--- src/rtl/gpu_pkg.sv ---
// Shared GPU front-end definitions: arbiter state encoding and stats counter width.
package gpu_pkg;

  typedef enum logic [1:0] {
    ARB_IDLE = 2'd0,
    ARB_BUSY = 2'd1,
    ARB_DONE = 2'd2
  } arb_state_e;

  localparam int STATS_W = 16;

endpackage

--- src/rtl/rr_pick.sv ---
// Combinational round-robin picker: first set request searching upward from
// last_grant+1 with modulo-NUM_REQ wrap. Shared by the instruction and data arbiters.
module rr_pick #(
  parameter int NUM_REQ = 4,
  parameter int IDX_W   = $clog2(NUM_REQ)
) (
  input  logic [NUM_REQ-1:0] req,
  input  logic [IDX_W-1:0]   last_grant,
  output logic [IDX_W-1:0]   idx,
  output logic               found
);

  logic [IDX_W-1:0] cand;

  // Walk from the farthest candidate to the nearest so the nearest set bit wins.
  always_comb begin
    idx   = '0;
    found = 1'b0;
    cand  = '0;
    for (int k = NUM_REQ; k >= 1; k--) begin
      cand = IDX_W'((int'(last_grant) + k) % NUM_REQ);
      if (req[cand]) begin
        idx   = cand;
        found = 1'b1;
      end
    end
  end

endmodule

--- src/rtl/icache_arbiter.sv ---
// Round-robin arbiter sharing one instruction-cache fetch port among NUM_REQ fetchers.
// Define ICACHE_ARB_STATS_EN to add per-requester grant counters and a BUSY cycle counter.
module icache_arbiter
  import gpu_pkg::*;
#(
  parameter int NUM_REQ   = 4,
  parameter int ADDR_BITS = 8,
  parameter int DATA_BITS = 16
) (
  input  logic                           clk,
  input  logic                           reset,
  input  logic [NUM_REQ-1:0]             req_valid,
  input  logic [NUM_REQ*ADDR_BITS-1:0]   req_pc,
  output logic [NUM_REQ-1:0]             req_ready,
  output logic [NUM_REQ*DATA_BITS-1:0]   req_instruction,
  output logic                           cache_valid,
  output logic [ADDR_BITS-1:0]           cache_pc,
  input  logic                           cache_ready,
  input  logic [DATA_BITS-1:0]           cache_instruction,
`ifdef ICACHE_ARB_STATS_EN
  output logic [NUM_REQ*STATS_W-1:0]     grant_count,
  output logic [STATS_W-1:0]             busy_cycles,
`endif
  output logic [1:0]                     dbg_state
);

  localparam int               IDX_W    = (NUM_REQ > 1) ? $clog2(NUM_REQ) : 1;
  localparam logic [IDX_W-1:0] LAST_RST = IDX_W'(NUM_REQ - 1);

  // Handshakes: the cache sees cache_valid held high with a stable cache_pc until it
  // answers with a one-cycle cache_ready; fetchers hold req_valid until their
  // one-cycle req_ready pulse, which always arrives the cycle after cache_ready.

  arb_state_e                   state_q, state_d;
  logic [IDX_W-1:0]             grant_idx_q, grant_idx_d;
  logic [IDX_W-1:0]             last_grant_q, last_grant_d;
  logic                         cache_valid_q, cache_valid_d;
  logic [ADDR_BITS-1:0]         cache_pc_q, cache_pc_d;
  logic [NUM_REQ-1:0]           req_ready_q, req_ready_d;
  logic [NUM_REQ*DATA_BITS-1:0] req_instr_q, req_instr_d;

  logic [IDX_W-1:0] pick_idx;
  logic             pick_found;

  rr_pick #(
    .NUM_REQ (NUM_REQ),
    .IDX_W   (IDX_W)
  ) u_pick (
    .req        (req_valid),
    .last_grant (last_grant_q),
    .idx        (pick_idx),
    .found      (pick_found)
  );

  always_comb begin
    state_d       = state_q;
    grant_idx_d   = grant_idx_q;
    last_grant_d  = last_grant_q;
    cache_valid_d = cache_valid_q;
    cache_pc_d    = cache_pc_q;
    req_ready_d   = req_ready_q;
    req_instr_d   = req_instr_q;
    case (state_q)
      ARB_IDLE: begin
        if (pick_found) begin
          grant_idx_d   = pick_idx;
          cache_pc_d    = req_pc[pick_idx*ADDR_BITS +: ADDR_BITS];
          cache_valid_d = 1'b1;
          state_d       = ARB_BUSY;
        end
      end
      ARB_BUSY: begin
        if (cache_ready) begin
          req_instr_d[grant_idx_q*DATA_BITS +: DATA_BITS] = cache_instruction;
          req_ready_d              = '0;
          req_ready_d[grant_idx_q] = 1'b1;
          cache_valid_d            = 1'b0;
          last_grant_d             = grant_idx_q;
          state_d                  = ARB_DONE;
        end
      end
      // Cooldown lets the served fetcher drop req_valid before the next scan.
      ARB_DONE: begin
        req_ready_d = '0;
        state_d     = ARB_IDLE;
      end
      default: state_d = ARB_IDLE;
    endcase
  end

  always_ff @(posedge clk) begin
    if (reset) begin
      state_q       <= ARB_IDLE;
      grant_idx_q   <= '0;
      last_grant_q  <= LAST_RST;
      cache_valid_q <= 1'b0;
      cache_pc_q    <= '0;
      req_ready_q   <= '0;
      req_instr_q   <= '0;
    end else begin
      state_q       <= state_d;
      grant_idx_q   <= grant_idx_d;
      last_grant_q  <= last_grant_d;
      cache_valid_q <= cache_valid_d;
      cache_pc_q    <= cache_pc_d;
      req_ready_q   <= req_ready_d;
      req_instr_q   <= req_instr_d;
    end
  end

  assign req_ready       = req_ready_q;
  assign req_instruction = req_instr_q;
  assign cache_valid     = cache_valid_q;
  assign cache_pc        = cache_pc_q;
  assign dbg_state       = state_q;

`ifdef ICACHE_ARB_STATS_EN
  logic [NUM_REQ*STATS_W-1:0] grant_count_q, grant_count_d;
  logic [STATS_W-1:0]         busy_cycles_q, busy_cycles_d;

  // Grant counters step on the same edge that raises the requester's req_ready.
  always_comb begin
    grant_count_d = grant_count_q;
    busy_cycles_d = busy_cycles_q;
    if (state_q == ARB_BUSY) begin
      busy_cycles_d = busy_cycles_q + STATS_W'(1);
      if (cache_ready) begin
        grant_count_d[grant_idx_q*STATS_W +: STATS_W] =
          grant_count_q[grant_idx_q*STATS_W +: STATS_W] + STATS_W'(1);
      end
    end
  end

  always_ff @(posedge clk) begin
    if (reset) begin
      grant_count_q <= '0;
      busy_cycles_q <= '0;
    end else begin
      grant_count_q <= grant_count_d;
      busy_cycles_q <= busy_cycles_d;
    end
  end

  assign grant_count = grant_count_q;
  assign busy_cycles = busy_cycles_q;
`endif

endmodule

--- config.mk ---
export PLATFORM = sky130hd
export DESIGN_NAME = icache_arbiter
export DESIGN_NICKNAME = d
export VERILOG_FILES = /design/src/rtl/gpu_pkg.sv /design/src/rtl/rr_pick.sv /design/src/rtl/icache_arbiter.sv
export SDC_FILE = /design/constraint.sdc
export NUM_CORES = 1
export LEC_CHECK = 0
export ABC_AREA = 0
export CAP_MARGIN = 20
export CELL_PAD_IN_SITES_DETAIL_PLACEMENT = 1
export CELL_PAD_IN_SITES_GLOBAL_PLACEMENT = 1
export CORE_AREA = 2 2 106 108
export DETAILED_ROUTE_END_ITERATION = 16
export DIE_AREA = 0 0 108 110
export PLACE_DENSITY = 0.88
export SLEW_MARGIN = 10
export SYNTH_ARGS = -nofsm -noshare
export SYNTH_HDL_FRONTEND = slang
export SYNTH_SLANG_ARGS = --single-unit
--- constraint.sdc ---
create_clock -name clk -period 2.95 [get_ports clk]
set_input_delay 0.4425 -clock clk [delete_from_list [all_inputs] [get_ports clk]]
set_output_delay 0.4425 -clock clk [all_outputs]
set_load 0.05 [all_outputs]
==> results of run 1 <==
-- power breakdown --
part	total (mW)	internal (mW)	switching, mW
Combinational	0.504	0.205	0.299
Clock	0.861	0.404	0.457
Sequential	1.18	1.15	0.0295
-- logic make-up (layout without fill, tap and decap cells) --
logic type / count (synthesis) / count (layout) / share of synthesized area, %
AO/OA/AOI/OAI: 91 / 91 / 14.6
adder cells (fa/ha/maj): 8 / 8 / 2.74
buffers and inverters: 34 / 159 / 6.41
flip-flops: 83 / 83 / 45.5
multiplexers: 25 / 25 / 6.85
AND/OR/NAND/NOR: 174 / 174 / 23.9
-- registers in the layout (all words and copies together), names as in the netlist --
register / flops
req_ready: 4
req_instruction: 64
last_grant_q: 2
grant_idx_q: 2
cache_pc: 8
cache_valid: 1
dbg_state: 2
-- worst max-delay path by stage --
stage	endpoint	slack (ns)	cells past startpoint
final	dbg_state[1]	0.66	1
after global routing	dbg_state[1]	0.59	1
after floorplan	req_instruction[38]	1.08	6
after CTS	dbg_state[1]	0.65	1
after detailed placement	cache_pc[6]	0.65	7
after global placement	cache_pc[4]	0.74	7
-- synthesized netlist by cell type (2+ instances only) --
cell type | count | area, um^2
dfxtp_1 | 83 | 1660
nand2_1 | 70 | 263
a21oi_1 | 66 | 330
nand3_1 | 64 | 320
mux2i_1 | 25 | 250
clkbuf_1 | 13 | 48.8
a22o_1 | 11 | 96.3
ha_1 | 8 | 100
nor2_1 | 8 | 30.0
and2b_2 | 7 | 61.3
buf_2 | 5 | 25.0
buf_6 | 5 | 56.3
a22oi_1 | 4 | 30.0
nor2b_1 | 4 | 25.0
and2b_1 | 3 | 22.5
buf_4 | 3 | 22.5
nor3b_2 | 3 | 37.5
o21ai_0 | 3 | 15.0
a211o_1 | 2 | 17.5
and2_1 | 2 | 12.5
and2_4 | 2 | 17.5
buf_8 | 2 | 30.0
clkbuf_2 | 2 | 10.0
nand2b_1 | 2 | 12.5
-- cell type report --
class,instances,area [um^2],area share (%)
clock buffers,9,124,2.38
inverters,2,7.51,0.145
multi-input cells,298,1760,33.8
flip-flops and latches,83,1660,32.0
repair buffers,141,1390,26.7
well taps,140,175,3.37
clock inverters,7,82.6,1.59
-- layer usage --
metal	track usage (%)	part of all wire, %
met5	0	0
met3	2.70	3.6
met1	25.6	41
met2	39.1	53
met4	8.70	2.5
==> results.yml, run 1 <==
outcome:
  status: "complete, no violations"
clock_network:
  clkSinkCount: 83
  ctsHoldBuffers: 0
  clk_pin_slew_ns: 0.09
  cts_root_buffer: "clkbuf_8"
  cts_resized: 0
  cts_buffer_depth: 2
  insertion_delay_ns: 0.36
  htree_levels: 3
  post_cts_buffers: 0
  cts_tree: "yes"
  numCtsBuffers: 9
setup_path:
  rrSetupSlack_ns: 0.91
  crit_arrival_ns: 1.85
  crit_required_ns: 2.51
  worstPathCellList: "clkdlybuf4s50_1"
  path_delay_family: "buffers and inverters"
  r2r-start: "grant_idx_q[0]"
  critPathSlowestCell: "clkdlybuf4s50_1"
  cp_max_fo: 12
  crit_path_end_kind: "output pin"
  worst_path_largest_cell_delay_ns: 0.89
  r2r_end: "req_instruction[61]"
  path_class: "flop to output pin"
  start_kind: "flop"
  ff2ff_path_depth: 6
  cp-startpoint: "dbg_state[1]"
  cp_num_buf_inv: 1
synth:
  seq_area_frac_synth_pct: 45.5
  synth_fp_nets: 478
  syn_area_um2: 3650
  synth-seq-cells: 83
  synth.avg_cell_area_um2: 8.80
  ys.flop_type: "dfxtp_1"
  yosysWarnings: 0
  synthDistinctLibCells: 42
  synth-edff-count: 0
  synthArstFlopShare_pct: 0
  synthCells: 415
die:
  dieWidth_um: 108
  dieArea_um2: 11900
  placementRows: 38
  core_um2: 10700
  start_util_pct: 34.1
  ios: 134
  die_h_um: 110
power_and_ir_drop:
  p_per_area_nw_per_um2: 490
  fin_total_pwr_mw: 2.55
  leakagePower_nw: 1.85
  vdd_drop_max_uv: 240
timing:
  post-route-period-util_pct: 77.6
  setup_tns_ns: 0
  fmax_mhz: 437
  maxSlewHeadroom_pct: 33.8
  hold_viol_final: 0
  rsz0062_at_grt: "false"
  finalCriticalPeriod_ns: 2.29
  tightest_slew_ns: 0.993
  setup_viol: 0
  whs_ns: 0.456
  fin_ws_ns: 0.661
  clock-skew-final_ns: 0.00767
  drv_slew: 0
layout:
  drive_above_1_share_pct: 8.15
  diodes: 0
  final-instance-count-excl-fill: 680
  fillers: 1246
  design_area_um2: 5190
  area_growth_pct: 42.2
  postLayoutCoreUtil_pct: 48.5
  layout_commonest_cell: "clkdlybuf4s50_1"
  final_cell_mix: "clkdlybuf4s50_1 (132), dfxtp_1 (83), nand2_1 (70)"
  fin_nets: 598
routing:
  routed_wl_um: 12600
  postRouteAntennaNets: 0
  via_count: 3538
  drc: 0
  firstDrtPassIters: 4
  wire_per_inst_um: 18.5
  viasPerCell: 5.20
  dr.first_iter.drc_count: 185
placed_design:
  placed_area_um2: 4990
  io_buffers: 133
  dpl.cell_count: 664
  place_congestion: 0.751
  hpwl_um: 9210
  post-place-ws_ns: 0.645
global_route:
  grt_pass1_wl_um: 19600
  grt_max_degree: 55
  grt_pass1_vias: 3720
  grt_antenna_before_repair: 0
  grt_overflow_total: 0
  grtUsageTotal_pct: 21.5
flow_run:
  cap_violations: 0
hold_path:
  min_path_cells: 2
  whs_endpoint: "req_instruction[38]"
  min_path_type: "flop to flop"
  min_from: "req_instruction[38]"
Note: power is estimated with default switching activity, not from simulation.
==> run 2, diff against run 1 <==
Settings changed: CORE_AREA 2 2 106 108 to 2 2 116 118, DIE_AREA 0 0 108 110 to 0 0 118 120, PLACE_DENSITY 0.88 to 0.78.
Clock period 2.95 ns to 2 ns, I/O delays scaled along.
==> run 2 against run 1 <==
Routed wire length is 3.2% lower. Combinational power grew 53%. Clock skew decreased by 0.0018 ns. Highest routed layer unchanged. Power up 67%. Critical endpoint is now req_ready[1]. First-iteration DRC count down 15%. Sequential cell count unchanged.
==> results.yml, run 2 (synthesis gave the netlist of run 1 again) <==
outcome:
  status: "complete, no violations"
routing:
  dr.first_iter.drc_count: 157
  drc: 0
  routed_wl_um: 12200
  viasPerCell: 4.88
  via_count: 3536
  firstDrtPassIters: 4
  wire_per_inst_um: 16.8
  postRouteAntennaNets: 0
layout:
  area_growth_pct: 49.4
  fillers: 1517
  design_area_um2: 5460
  fin_nets: 608
  layout_commonest_cell: "clkdlybuf4s50_1"
  drive_above_1_share_pct: 9.84
  final_cell_mix: "clkdlybuf4s50_1 (130), dfxtp_1 (83), nand2_1 (70)"
  diodes: 0
  postLayoutCoreUtil_pct: 42.0
  largest_reg_flops: 64
  final-instance-count-excl-fill: 725
clock_network:
  cts_buffer_depth: 2
  cts_root_buffer: "clkbuf_16"
  cts_tree: "yes"
  insertion_delay_ns: 0.33
  numCtsBuffers: 9
  post_cts_buffers: 0
  ctsHoldBuffers: 0
  clk_pin_slew_ns: 0.06
  cts_resized: 0
  htree_levels: 3
  clkSinkCount: 83
timing:
  maxSlewHeadroom_pct: 62.5
  rsz0062_at_grt: "false"
  post-route-period-util_pct: 91.1
  tightest_slew_ns: 0.560
  fmax_mhz: 549
  drv_slew: 0
  setup_viol: 0
  setup_tns_ns: 0
  finalCriticalPeriod_ns: 1.82
  hold_viol_final: 0
  clock-skew-final_ns: 0.00591
setup_path:
  crit_required_ns: 1.70
  cp_num_buf_inv: 1
  worst_path_largest_cell_delay_ns: 0.82
  path_delay_family: "buffers and inverters"
  worstPathCellList: "clkdlybuf4s50_1"
  cp_max_fo: 3
  critPathSlowestCell: "clkdlybuf4s50_1"
  crit_path_end_kind: "output pin"
  crit_arrival_ns: 1.52
  path_class: "flop to output pin"
  start_kind: "flop"
die:
  dieWidth_um: 118
  placementRows: 42
  core_um2: 13000
  start_util_pct: 28.1
  ios: 134
  die_h_um: 120
  dieArea_um2: 14200
global_route:
  grtUsageTotal_pct: 17.3
  top_usage_layer: "met2"
  grt_overflow_total: 0
  grtUsageMet1_pct: 20.6
  grt_use_met2_pct: 30.9
  grt_pass1_vias: 3736
  grt_max_degree: 46
  grt_antenna_before_repair: 0
  use_met3_pct: 4.28
  grt_pass1_wl_um: 19400
flow_run:
  cap_violations: 0
power_and_ir_drop:
  leakagePower_nw: 1.96
  p_per_area_nw_per_um2: 779
  vdd_drop_max_uv: 481
hold_path:
  min_path_type: "flop to flop"
placed_design:
  placed_area_um2: 5150
  io_buffers: 133
  hpwl_um: 8770
  place_congestion: 0.776
  dpl.cell_count: 710
==> run 2: cell count changes in the layout (fill, tap and decap cells not counted), sizes merged <==
| cell | delta |
|---|---|
| clkbuf | +2 |
| bufinv | +1 |
| buf | +12 |
| clkdlybuf4s50 | -2 |
| clkinvlp | -1 |
| inv | -3 |
==> run 2: report_power, final <==
part	internal, mW	leakage (nW)	switching [mW]
clock network	1.09	0.146	0.654
registers	1.70	0.672	0.0358
logic	0.326	1.14	0.445
==> run 2: metrics by stage <==
step	total power, mW	worst slack, ns	hold WS, ns
final	4.25	0.178	0.452
after global routing	4.43	0.143	0.479
after CTS	4.31	0.156	0.428
after detailed placement	2.55	-0.0862	0.449
after global placement	2.52	0.0376	0.440
after floorplan	2.23	0.127	0.452
==> run 2: layer usage <==
layer	part of all wire (%)	wire length, um
met2	50	6100
met3	5.4	656
met4	1.2	149
met1	43	5280
met5	0	0
==> run 2: layout make-up <==
class / count / area [um^2] / share of cell area [%]
Multi-Input combinational cell: 298 / 1760 / 32.3
Sequential cell: 83 / 1660 / 30.5
Timing Repair Buffer: 151 / 1490 / 27.4
Clock buffer: 11 / 233 / 4.27
Tap cell: 176 / 220 / 4.04
Clock inverter: 4 / 76.3 / 1.40
Inverter: 2 / 7.51 / 0.138
==> run 2: final timing paths <==
path                             from                  end  slack, ns  depth (start not counted)
setup / recovery         req_ready[1]         req_ready[1]       0.18                          1
setup reg to reg      last_grant_q[0]          cache_pc[4]       0.36                          6
hold reg to reg   req_instruction[47]  req_instruction[47]       0.45                          2
hold / removal    req_instruction[47]  req_instruction[47]       0.45                          2
==> run 3, diff against run 2 <==
Settings changed: HOLD_SLACK_MARGIN set to 0.12.
==> results of run 3 <==
Final layout, timing and power as in run 2 (identical DEF).
